`config.mk`:
```
export PLATFORM = sky130hd
export DESIGN_NAME = decoder_addr_seq
export DESIGN_NICKNAME = d
export VERILOG_FILES = /design/src/rtl/decoder_addr_seq.sv
export SDC_FILE = /design/constraint.sdc
export NUM_CORES = 1
export LEC_CHECK = 0
export CAP_MARGIN = 20
export CORE_ASPECT_RATIO = 0.75
export CORE_UTILIZATION = 40
export CTS_BUF_LIST = sky130_fd_sc_hd__clkbuf_4
export DETAILED_ROUTE_END_ITERATION = 8
export MAX_ROUTING_LAYER = met4
export PLACE_DENSITY = 0.58
export SETUP_SLACK_MARGIN = 0.1
export SLEW_MARGIN = 20
export SYNTH_ARGS = -nofsm -noshare
export SYNTH_HDL_FRONTEND = slang
export SYNTH_SLANG_ARGS = --single-unit
```
`constraint.sdc`:
```
create_clock -name clk -period 3.1 [get_ports clk]
set_input_delay 0.775 -clock clk [delete_from_list [all_inputs] [get_ports clk]]
set_output_delay 0.775 -clock clk [all_outputs]
set_load 0.1 [all_outputs]
```
`src/rtl/decoder_addr_seq.sv`:
```
// Address sequencer feeding the 6-to-64 one-hot decoder tree: scans a latched address range
// with a per-address dwell time. Define DECODER_SEQ_PASS_CNT_EN to add the pass_cnt output.
module decoder_addr_seq #(
  parameter int AW      = 6,
  parameter int DWELL_W = 8
) (
  input  logic               clk,
  input  logic               rst_n,
  input  logic               start,
  input  logic               stop,
  input  logic [AW-1:0]      start_addr,
  input  logic [AW-1:0]      end_addr,
  input  logic               dir,
  input  logic               repeat_en,
  input  logic [DWELL_W-1:0] dwell,
  output logic [AW-1:0]      addr_o,
  output logic               en_o,
  output logic               busy,
  output logic               done,
  output logic               wrap_o
`ifdef DECODER_SEQ_PASS_CNT_EN
  ,
  output logic [7:0]         pass_cnt
`endif
);

  typedef enum logic [1:0] {
    S_IDLE,
    S_RUN,
    S_DONE
  } state_e;

  state_e               state_q, state_d;
  logic [AW-1:0]        addr_q, addr_d;
  logic                 en_q, en_d;
  logic                 busy_q, busy_d;
  logic                 done_q, done_d;
  logic                 wrap_q, wrap_d;
  logic [DWELL_W-1:0]   cnt_q, cnt_d;

  // Range configuration captured at accept; later input changes must not disturb a scan.
  logic [AW-1:0]        start_cfg_q, start_cfg_d;
  logic [AW-1:0]        end_cfg_q, end_cfg_d;
  logic                 dir_cfg_q, dir_cfg_d;
  logic                 rep_cfg_q, rep_cfg_d;
  logic [DWELL_W-1:0]   dwell_cfg_q, dwell_cfg_d;

`ifdef DECODER_SEQ_PASS_CNT_EN
  logic [7:0]           pass_q, pass_d;
`endif

  // NOTE: every _d gets a default before the case, so no path leaves a latch behind.
  always_comb begin
    state_d     = state_q;
    addr_d      = addr_q;
    en_d        = en_q;
    busy_d      = busy_q;
    done_d      = 1'b0;
    wrap_d      = 1'b0;
    cnt_d       = cnt_q;
    start_cfg_d = start_cfg_q;
    end_cfg_d   = end_cfg_q;
    dir_cfg_d   = dir_cfg_q;
    rep_cfg_d   = rep_cfg_q;
    dwell_cfg_d = dwell_cfg_q;
`ifdef DECODER_SEQ_PASS_CNT_EN
    pass_d      = pass_q;
`endif

    case (state_q)
      S_IDLE: begin
        if (start && !stop) begin
          start_cfg_d = start_addr;
          end_cfg_d   = end_addr;
          dir_cfg_d   = dir;
          rep_cfg_d   = repeat_en;
          dwell_cfg_d = dwell;
          addr_d      = start_addr;
          en_d        = 1'b1;
          busy_d      = 1'b1;
          cnt_d       = dwell;
          state_d     = S_RUN;
`ifdef DECODER_SEQ_PASS_CNT_EN
          pass_d      = 8'd0;
`endif
        end
      end

      S_RUN: begin
        if (stop) begin
          en_d    = 1'b0;
          busy_d  = 1'b0;
          state_d = S_IDLE;
        end else if (cnt_q != '0) begin
          cnt_d = cnt_q - DWELL_W'(1);
        end else if (addr_q != end_cfg_q) begin
          // Address arithmetic wraps modulo 2**AW by construction.
          addr_d = dir_cfg_q ? addr_q - AW'(1) : addr_q + AW'(1);
          cnt_d  = dwell_cfg_q;
        end else begin
`ifdef DECODER_SEQ_PASS_CNT_EN
          if (pass_q != 8'hFF) pass_d = pass_q + 8'd1;
`endif
          if (rep_cfg_q) begin
            addr_d = start_cfg_q;
            cnt_d  = dwell_cfg_q;
            wrap_d = 1'b1;
          end else begin
            en_d    = 1'b0;
            busy_d  = 1'b0;
            done_d  = 1'b1;
            state_d = S_DONE;
          end
        end
      end

      S_DONE: state_d = S_IDLE;

      default: state_d = S_IDLE;
    endcase
  end

  // NOTE: the config registers are reset too, so no X can leak from them after reset.
  always_ff @(posedge clk or negedge rst_n) begin
    if (!rst_n) begin
      state_q     <= S_IDLE;
      addr_q      <= '0;
      en_q        <= 1'b0;
      busy_q      <= 1'b0;
      done_q      <= 1'b0;
      wrap_q      <= 1'b0;
      cnt_q       <= '0;
      start_cfg_q <= '0;
      end_cfg_q   <= '0;
      dir_cfg_q   <= 1'b0;
      rep_cfg_q   <= 1'b0;
      dwell_cfg_q <= '0;
`ifdef DECODER_SEQ_PASS_CNT_EN
      pass_q      <= 8'd0;
`endif
    end else begin
      // NOTE: non-blocking assignments keep every register sampling pre-edge values.
      state_q     <= state_d;
      addr_q      <= addr_d;
      en_q        <= en_d;
      busy_q      <= busy_d;
      done_q      <= done_d;
      wrap_q      <= wrap_d;
      cnt_q       <= cnt_d;
      start_cfg_q <= start_cfg_d;
      end_cfg_q   <= end_cfg_d;
      dir_cfg_q   <= dir_cfg_d;
      rep_cfg_q   <= rep_cfg_d;
      dwell_cfg_q <= dwell_cfg_d;
`ifdef DECODER_SEQ_PASS_CNT_EN
      pass_q      <= pass_d;
`endif
    end
  end

  assign addr_o = addr_q;
  assign en_o   = en_q;
  assign busy   = busy_q;
  assign done   = done_q;
  assign wrap_o = wrap_q;
`ifdef DECODER_SEQ_PASS_CNT_EN
  assign pass_cnt = pass_q;
`endif

endmodule
```
==> summary.md <==
| Metric | Value |
|---|---|
| CTS sink cnt | `41` |
| Synth area leaders | `dfrtp_1 44%, nand2_1 13%, xor2_1 3.8%` |
| CP Max Fanout | `9` |
| WL final | `around 5.6 mm` |
| Final hold vios | `0` |
| First-pass GRT wire length | `roughly 9.6 mm` |
| MaxCap Viol Count | `0` |
| Area of the mapped netlist | `2330 um2` |
| CTS tree | `yes` |
| CTS max path bufs | `2` |
| Via/cell ratio | `between 5 and 6` |
| Hold crit path type | `reg -> reg` |
| Synthesized Nets | `around 290` |
| Die X-Extent | `between 90 and 100 um` |
| Setup violations, final | `0` |
| Detailed placement HPWL | `4.12 mm` |
| # IOs | `36` |
| Cts hold-fix bufs | `0` |
| CP Data Arrival Time | `around 2.7 ns` |
| Total gr overflow | `0` |
| Worst setup EP type | `flip-flop` |
| Clk_lat worst skew | `around 0.34 ns` |
| CTS Root Cell | `clkbuf_4` |
| Leading area contributor after synthesis | `dfrtp_1` |
| Slew Viols, Final | `0` |
| GRT Util Overall | `between 20% and 30%` |
| Wirelength per Cell | `roughly 15 um` |
| Setup slack, reg-to-reg | `around 0.65 ns` |
| Largest net degree at the start of global routing | `42` |
| Max stage delay on crit path | `0.60 ns` |
| Crit-path cells | `clkdlybuf4s50_1, or3b_2, o31ai_4, a21bo_4, a2111oi_4, nor3_2` |
| Crit path max-delay cell type | `or3b_2` |
| Tot Pwr | `2.06 mW` |
| Syn_area_per_cell | `~9 um2` |
| Antenna cells | `0` |
| Tmin final | `2.51 ns` |
| Top cell type's share of synthesized area | `between 40% and 50%` |
| Final net count | `330` |
| Worst r2r src | `cnt_q[0]` |
| Post-CTS sizing | `0` |
| Setup Buffers After CTS | `0` |
| Core Region | `roughly 5500 um2` |
| Yosys warnings | `0` |
| Worst setup startpoint | `stop` |
| Fmax | `roughly 400 MHz` |
| Row count | `23` |
| Actual slew at the worst max-slew pin | `0.939 ns` |
| Final Cycle Share | `80.9%` |
| Setup tns final | `0 ns` |
| Vias in the first global route | `approximately 1,800` |
| DRT antenna net count | `0` |
| Detailed router's first-iteration violation count | `~140` |
| Ys async rst share | `100%` |
| Worst Path Required | `approximately 3.3 ns` |
| Layout area overhead | `20.4%` |
| Pwr/cell area | `734 nW/um2` |
| Die Ht | `68.2 um` |
| Hold endpoint | `start_cfg_q[4]` |
| Initial antenna violation count | `0` |
| Layout cells sized above 1 | `13.5%` |
| RePlAce Congestion | `~0.8` |
| Post-synthesis sequential area ratio | `43.9%` |
| Leakage | `roughly 1.3 nW` |
| CP Class | `in -> reg` |
| Worst slew margin | `37.4%` |
| Total CTS buffers | `5` |
| Cell count after synthesis | `~260` |
| Fillers | `542` |
| Hold slack | `about 0.5 ns` |
| Crit Reg-Reg Endpoint | `addr_o[0]` |
| R2R depth | `7` |
| Startpoint types | `primary input` |
| Vias | `just under 2,000` |
| Die Area | `around 6100 um2` |
| # DRC | `0` |
| Starting Density | `42.7%` |
| RSZ-0062 raised after global routing | `false` |
| Clock-pin slew on the worst setup and hold paths | `0.12 ns` |
| Hold wc startpoint | `start_cfg_q[4]` |
| Cell variety after synth | `50` |
| Post-synth EDFFs | `0` |
| Status | `finished, final reports clean` |
| Flops & latches, synth | `between 40 and 50` |
| First-pass iteration count of the detailed router | `4` |
| Top_reg_cell synth | `dfrtp_1` |
| Setup Skew | `0.00276 ns` |
| IO buf count | `35` |
| Hold depth | `2` |
| Peak supply drop | `414 uV` |
| Htree depth | `2` |
[synthesized netlist by cell type (2+ instances only)]
master	instances
and2_1	2
o211ai_1	8
a211oi_1	3
ha_1	6
nand3_1	5
nor3b_1	2
mux2i_1	3
or4b_1	2
a31oi_1	2
or3_1	2
clkbuf_1	8
or4_1	2
mux2_2	5
nand4_1	3
nand2_1	79
o22a_1	2
a21oi_1	13
inv_1	6
xor2_1	10
o31ai_1	2
nor2_1	9
nor3_1	7
nand2b_1	4
dfrtp_1	41
o21ai_0	8
[area by class of cell]
class                   count  area, um2  area share [%]
multi-input cells         200       1240            44.2
flip-flops and latches     41       1030            36.5
repair buffers             42        373            13.3
well taps                  75       93.8            3.34
clock buffers               6       45.0            1.60
inverters                   7       26.3           0.935
clock inverters             1       3.75           0.134
[where the power goes]
| group | internal (mW) | switching (mW) |
|---|---|---|
| clock network | 0.0915 | 0.171 |
| registers | 0.659 | 0.155 |
| logic | 0.356 | 0.629 |
| total | 1.11 | 0.955 |
[layer usage]
metal | part of all wire, % | global-route usage [%] | vias to the layer above
met1 | 55 | 32.8 | 913
met5 | 0 | - | -
met4 | 0.48 | 4.84 | 0
li1 | - | - | 979
met3 | 3.0 | 3.78 | 2
met2 | 41 | 27.7 | 36
[placed cells by master, fill, tap and decap left out, types with 4 or more instances in the layout]
cell type        instances
a21oi_1                 13
o211ai_1                 8
nand2b_1                 4
nor3_1                   7
clkbuf_4                 6
dfrtp_1                 41
nor2_1                   9
nand3_1                  5
mux2_2                   5
xor2_1                  10
o21ai_0                  8
ha_1                     6
buf_4                   17
clkdlybuf4s50_1         24
nand2_1                 79
inv_1                    6
[logic make-up after synthesis]
group / count (synthesis) / synth area share [%]
simple gates: 126 / 25.6
compound gates: 48 / 15.4
flops: 41 / 43.9
buf+inv: 18 / 3.11
xor+xnor: 11 / 4.13
mux: 8 / 3.70
fa+ha+maj: 7 / 4.07
[flip-flops by register name (all words and copies together), names as in the netlist, 2 cells and up]
register	flops
start_cfg_q	6
addr_o	6
state_q	2
end_cfg_q	6
cnt_q	8
dwell_cfg_q	8
[worst max path at each step]
stage                 to
6_report       addr_o[0]
4_1_cts        addr_o[0]
3_3_place_gp   addr_o[0]
5_1_grt        addr_o[0]
2_1_floorplan   cnt_q[1]
3_5_place_dp   addr_o[0]
[critical path: cells and delay by family]
family	cells	cell delay [ns]
simple gates	2	0.67
compound gates	3	0.80
buf+inv	1	0.49
[per-stage QoR]
| step | utilization (%) | worst slack [ns] | std cells | instance area [um2] |
|---|---|---|---|---|
| 3_3_place_gp | 50.5 | 0.269 | 365 | 2760 |
| 5_1_grt | 51.4 | 0.521 | 372 | 2810 |
| 3_5_place_dp | 50.5 | 0.243 | 365 | 2760 |
| 4_1_cts | 51.4 | 0.616 | 372 | 2810 |
| 2_1_floorplan | - | 0.492 | 259 | 2330 |
| 6_report | 51.4 | 0.594 | 372 | 2810 |
Power figures use the tool's default switching activity.
